<file path="config.mk">
export PLATFORM = sky130hd
export DESIGN_NAME = mem_port_arbiter
export DESIGN_NICKNAME = d
export VERILOG_FILES = /design/src/rtl/mem_port_arbiter.sv
export SDC_FILE = /design/constraint.sdc
export NUM_CORES = 1
export LEC_CHECK = 0
export CORE_UTILIZATION = 29
export DETAILED_ROUTE_END_ITERATION = 10
export GPL_TIMING_DRIVEN = 0
export PLACE_DENSITY = 0.64
export RECOVER_POWER = 25
export SYNTH_ARGS = -nofsm -noshare
export SYNTH_HDL_FRONTEND = slang
export SYNTH_SLANG_ARGS = --single-unit
</file>
<file path="constraint.sdc">
create_clock -name CLK -period 1.7 [get_ports CLK]
set_input_delay 0.34 -clock CLK [delete_from_list [all_inputs] [get_ports CLK]]
set_output_delay 0.34 -clock CLK [all_outputs]
set_load 0.01 [all_outputs]
</file>
<file path="src/rtl/mem_port_arbiter.sv">
// Shares one multi-cycle backing memory between the fetch and data ports.
// Data wins ties unless it won the previous grant, so fetch cannot starve.
module mem_port_arbiter #(
  parameter int ADDR_WIDTH = 32,
  parameter int DATA_WIDTH = 32
) (
  input  logic                  CLK,
  input  logic                  RESET,
  input  logic                  inst_read,
  input  logic [ADDR_WIDTH-1:0] inst_address,
  output logic [DATA_WIDTH-1:0] inst_readdata,
  output logic                  inst_busywait,
  input  logic                  data_read,
  input  logic                  data_write,
  input  logic [ADDR_WIDTH-1:0] data_address,
  input  logic [DATA_WIDTH-1:0] data_writedata,
  output logic [DATA_WIDTH-1:0] data_readdata,
  output logic                  data_busywait,
  output logic                  mem_read,
  output logic                  mem_write,
  output logic [ADDR_WIDTH-1:0] mem_address,
  output logic [DATA_WIDTH-1:0] mem_writedata,
  input  logic [DATA_WIDTH-1:0] mem_readdata,
  input  logic                  mem_busywait
);

  typedef enum logic [2:0] {
    IDLE,
    INST_ACC,
    DATA_ACC,
    INST_DONE,
    DATA_DONE
  } state_e;

  typedef enum logic {
    GRANT_INST,
    GRANT_DATA
  } grant_e;

  state_e                state_q, state_d;
  grant_e                last_grant_q, last_grant_d;
  logic                  mem_read_q, mem_read_d;
  logic                  mem_write_q, mem_write_d;
  logic [ADDR_WIDTH-1:0] mem_address_q, mem_address_d;
  logic [DATA_WIDTH-1:0] mem_writedata_q, mem_writedata_d;
  logic [DATA_WIDTH-1:0] inst_rdata_q, inst_rdata_d;
  logic [DATA_WIDTH-1:0] data_rdata_q, data_rdata_d;

  logic data_req;
  logic pick_data;

  assign data_req  = data_read | data_write;
  assign pick_data = data_req &
                     (~inst_read | (last_grant_q == GRANT_INST));

  always_comb begin
    state_d         = state_q;
    last_grant_d    = last_grant_q;
    mem_read_d      = mem_read_q;
    mem_write_d     = mem_write_q;
    mem_address_d   = mem_address_q;
    mem_writedata_d = mem_writedata_q;
    inst_rdata_d    = inst_rdata_q;
    data_rdata_d    = data_rdata_q;
    unique case (state_q)
      IDLE: begin
        if (pick_data) begin
          state_d         = DATA_ACC;
          last_grant_d    = GRANT_DATA;
          mem_address_d   = data_address;
          mem_writedata_d = data_writedata;
          // a simultaneous read+write is treated as a write
          mem_write_d     = data_write;
          mem_read_d      = ~data_write;
        end else if (inst_read) begin
          state_d       = INST_ACC;
          last_grant_d  = GRANT_INST;
          mem_address_d = inst_address;
          mem_read_d    = 1'b1;
          mem_write_d   = 1'b0;
        end
      end
      INST_ACC, DATA_ACC: begin
        if (!mem_busywait) begin
          if (mem_read_q) begin
            if (state_q == INST_ACC) inst_rdata_d = mem_readdata;
            else                     data_rdata_d = mem_readdata;
          end
          mem_read_d  = 1'b0;
          mem_write_d = 1'b0;
          state_d     = (state_q == INST_ACC) ? INST_DONE : DATA_DONE;
        end
      end
      INST_DONE, DATA_DONE: begin
        state_d = IDLE;
      end
      default: begin
        state_d = IDLE;
      end
    endcase
  end

  always_ff @(posedge CLK) begin
    if (RESET) begin
      state_q         <= IDLE;
      last_grant_q    <= GRANT_INST;
      mem_read_q      <= 1'b0;
      mem_write_q     <= 1'b0;
      mem_address_q   <= '0;
      mem_writedata_q <= '0;
      inst_rdata_q    <= '0;
      data_rdata_q    <= '0;
    end else begin
      state_q         <= state_d;
      last_grant_q    <= last_grant_d;
      mem_read_q      <= mem_read_d;
      mem_write_q     <= mem_write_d;
      mem_address_q   <= mem_address_d;
      mem_writedata_q <= mem_writedata_d;
      inst_rdata_q    <= inst_rdata_d;
      data_rdata_q    <= data_rdata_d;
    end
  end

  assign inst_busywait = inst_read & (state_q != INST_DONE);
  assign data_busywait = data_req & (state_q != DATA_DONE);
  assign inst_readdata = inst_rdata_q;
  assign data_readdata = data_rdata_q;
  assign mem_read      = mem_read_q;
  assign mem_write     = mem_write_q;
  assign mem_address   = mem_address_q;
  assign mem_writedata = mem_writedata_q;

endmodule

</file>
After elaboration in Yosys (flattened, before gate mapping)
Index checks and enable logic that the tools add are counted.
{ "word_totals": {"register_bits": 134, "in_bits": 134, "out_inout_bits": 132} }
{ "classes": {"n_eq_ne": 6, "n_mux": 15, "bitwise": 10, "n_reduce_logical": 10} }
{ "op_table": {"columns": ["operator", "n"], "rows": [
  ["$mux W32", 2],
  ["$mux W3", 4],
  ["$reduce_and A4 Y1", 2],
  ["$mux W1", 6],
  ["$ne A3 B3 Y1 const B", 2],
  ["$pmux W3 S2", 1],
  ["$reduce_and A2 Y1", 3],
  ["$not A1 Y1", 5],
  ["$pmux W1 S2", 2],
  ["$reduce_bool A2 Y1", 2],
  ["$and A1 B1 Y1", 3],
  ["$eq A3 B1 Y1 const B", 1],
  ["$eq A3 B2 Y1 const B", 1],
  ["$logic_not A3 Y1", 1],
  ["$ne A3 B2 Y1 const B", 1],
  ["$reduce_and A3 Y1", 1],
  ["$ne A2 B2 Y1 const B", 1],
  ["$or A1 B1 Y1", 2],
  ["$reduce_or A2 Y1", 1]
]} }

Longest topological paths before layout
{ "depth": {"word_depth": 5, "depth_mapped": 6} }

Worst setup path before layout
No wires, ideal clock.
{ "synth_timing": {"path_kind": "input to register", "start": "in inst_read", "end": "reg mem_address_q[12], in the netlist mem_address[12]", "setup_ns": 0.147, "arrival_ns": 1.293, "required_ns": 1.553, "setup_slack_ns": 0.261, "path_stages": 6, "cell_sequence": "buf_4 > or3_1 > buf_2 > buf_4 > a21oi_2 > a311oi_2"} }
{ "synth_between": {"elab_chain_len": 5, "elab_cells_between_ends": 6} }
{ "synth_rtl": {"columns": ["element", "line_no", "text"], "rows": [
  ["from (decl)", "9", "input logic inst_read,"],
  ["$not A1 Y1", "54", "(~inst_read | (last_grant_q == GRANT_INST));"],
  ["$or A1 B1 Y1", "54", null],
  ["$and A1 B1 Y1", "53", "assign pick_data = data_req &"],
  ["$reduce_bool A2 Y1 (no line)", null, null],
  ["$reduce_and A2 Y1 (no line)", null, null],
  ["to (signal assigned)", "118", "mem_address_q <= mem_address_d;"],
  ["to (decl)", "44", "logic [ADDR_WIDTH-1:0] mem_address_q, mem_address_d;"]
]} }
Parallel ways exist; a longest one is shown, timed or not.
A chain may end at the register's enable or synchronous reset.

Worst setup path in the final report
{ "layout_timing": {"start": "reg state_q[2]", "end": "out inst_busywait"} }
{ "layout_between": {"elab_chain_len": 2} }
{ "layout_rtl": {"columns": ["element", "line_no", "text"], "rows": [
  ["from (decl)", "40", "state_e state_q, state_d;"],
  ["from (signal assigned)", "114", "state_q <= state_d;"],
  ["$ne A3 B2 Y1", "125", "assign inst_busywait = inst_read & (state_q != INST_DONE);"],
  ["$and A1 B1 Y1", "125", null],
  ["to (decl)", "12", "output logic inst_busywait,"]
]} }
No other way between the ends.

==> results.ini <==
[worst_setup_path]
path_class=register to primary output
startpoint_type=register
crit_chain=buf_8, o31a_1, buf_6
arrival_ns=1.36
slowest_stage=dfxtp_2
critical_path_buf_inv_count=2
cp_top_family=flip-flops
end_kind=primary output
critical_path_required_ns=1.36
crit_path_max_fanout=7
slowest_delay_ns=0.34

[flow_run]
cap_viol_max_count=0

[cells_and_area]
fin_util=0.486
multi_input_area_sq_um=2620
final_area_sq_um=9480
regArea_sq_um=2690
drive_gt1_frac=0.155
layout_commonest_cell=clkdlybuf4s50_1
fill_cells=1958
area_growth_pct=63.9
layout.nets=1108
instances_no_fill=1254
final_cell_mix=clkdlybuf4s50_1 (217), dfxtp_1 (131), a21oi_1 (120)

[placed_design]
routabilityCongestion=0.787
place_inst=1197
port-buffer-count=262
placed_area_sq_um=8740
dp_hpwl_mm=15.0

[global_route]
antenna_found_initial=2
grt_max_degree=17
grt_pass1_wl_mm=31.1
grt_pass1_vias=5810
track_usage=0.199
overflow=0

[pwr]
swShare=0.311
p_int_mw=6.71
combPwrFrac=0.259
p_leak_nw=3.34
pwr-share-clk=0.378
p_sw_mw=3.03
irDropWorstVdd_mv=0.699
p_per_area_nw_per_um2=1030
p_seq_frac=0.364

[route]
dr_total_vias=6070
drc=0
finalWirelength_mm=20.7
first_pass_iters=4
vias_per_cell=4.84
postRouteAntennaNets=0
drtIter0Drc=298
routedWlPerCell_microns=16.5

[clocking]
path_clk_slew_ns=0.06
insertion_delay_ns=0.42
holdBufCountCts=0
cts_buffer_depth=2
numCtsBuffers=17
h-tree-depth=4
cts_sinks=134
cts_tree=done
cts_root_buffer=clkbuf_16

[sta]
worstMarginPinSlew_ns=0.716
max_freq_mhz=588
setup_slack_ns=-0.00106
period_minus_slack_ns=1.70
finClkSkew_ns=0.00670
maxSlewViolCount=0
hold_viol=0
finalCritPeriodShare=1.00
fin_tns_setup_ns=-0.00106
rsz0062_at_grt=true
timing.slew.headroom=0.523
setup_viol=1

[yosys]
synth_mux_area_frac=0.00346
synth_fa_ha_area_frac=0
async_flop_share=0
synth_edf_count=0
ys_seq_area_frac=0.464
synth.avg_cell_area_sq_um=8.63
synthXorXnorAreaFrac=0.00151
synthesis.instances=670
synth_nets=804
synth_area_sq_um=5780
synth_top_family_by_area=compound AO/OA/AOI/OAI gates
synth-simple-area-share=0.152
synth_cell_type_count=40
synth_compound_area_frac=0.294
dominantRegCellSynth=dfxtp_1
ys_ff_latch=134
ys_warn_count=0

[status]
violations=negative setup slack
outcome=complete, but fails checks

[floorplanning]
start_util=0.296
std_cell_rows=51
die_area_sq_um=20500
die_w_microns=143
core_sq_um=19500
die_h_microns=143
ioPinCount=266

[worst_hold_path]
hp-class=primary input to register

-- state kept, by name (all words and copies together) (netlist names) --
name,flops
mem_writedata,32
data_readdata,32
mem_read,1
mem_address,32
inst_readdata,32
last_grant_q,1
state_q,3
mem_write,1
-- power by group through the flow --
stage	Combinational [mW]	Sequential [mW]	Clock, mW
after floorplan	1.16	3.71	0
after global placement	2.43	3.60	0
after detailed placement	2.43	3.61	0
after CTS	2.47	3.54	3.76
after global routing	2.71	3.58	3.92
final	2.52	3.54	3.68
-- through the flow --
step / setup slack [ns] / hold slack, ns / power, mW
final: -0.00106 / 0.143 / 9.74
after global routing: -0.0591 / 0.135 / 10.2
after CTS: -0.0557 / 0.130 / 9.76
after detailed placement: -0.557 / 0.462 / 6.04
after global placement: -0.556 / 0.454 / 6.04
after floorplan: 0.261 / 0.483 / 4.87
-- area by class of cell --
type | count | share of cell area
Buffer | 76 | 0.0546
Inverter | 4 | 0.00211
Timing Repair Buffer | 286 | 0.286
Sequential cell | 134 | 0.284
Clock buffer | 17 | 0.0449
Tap cell | 265 | 0.0350
Clock inverter | 15 | 0.0166
Antenna cell | 2 | 0.000528
Multi-Input combinational cell | 455 | 0.276
-- synthesized netlist by cell type (9+ instances only) --
master	instances	area share
a21oi_1	121	0.10
buf_2	18	0.016
a311oi_2	20	0.052
nand3_1	96	0.083
nand2_1	69	0.045
buf_6	17	0.033
a21oi_2	10	0.015
a311oi_1	12	0.018
o21ai_1	58	0.050
clkbuf_1	28	0.018
dfxtp_1	134	0.46
buf_4	9	0.012
o21ai_0	40	0.035
-- repair_timing --
action / CTS / global route
pin swaps: 1 / 4
gates cloned: 0 / 2
buffers inserted: 3 / 19
setup endpoints to repair: 6 / 136
gates resized for setup: 26 / 64
-- worst paths after layout --
kind / start / endpoint / slack [ns] / cells after the start
worst min-delay path: mem_busywait / state_q[2] / 0.14 / 2
worst max-delay path: state_q[2] / inst_busywait / -0.001 / 3
worst max register to register: state_q[0] / mem_address[18] / 0.05 / 7
worst min register to register: mem_write / mem_write / 0.46 / 2
-- cells by family after synthesis --
family | Yosys count
AOI/OAI and AO/OA | 272
and+or+nand+nor | 180
DFF | 134
buffers and inverters | 81
muxes | 2
xor gates and xnor gates | 1
-- per-layer routing --
layer,GRT usage,wire [microns],vias up
met4,0.0705,379,0
met3,0.0741,1850,28
met2,0.329,9810,227
met5,0,0,-
li1,-,-,3039
met1,0.236,8710,2776
-- worst register-to-register path, stage by stage, from the launching register on --
cell and delay (ns):
dfxtp_4 0.37, buf_4 0.15, or3_4 0.33, buf_6 0.15
nor2_4 0.12, buf_4 0.16, clkbuf_16 0.15, a311oi_2 0.08
Power figures use the tool's default switching activity.
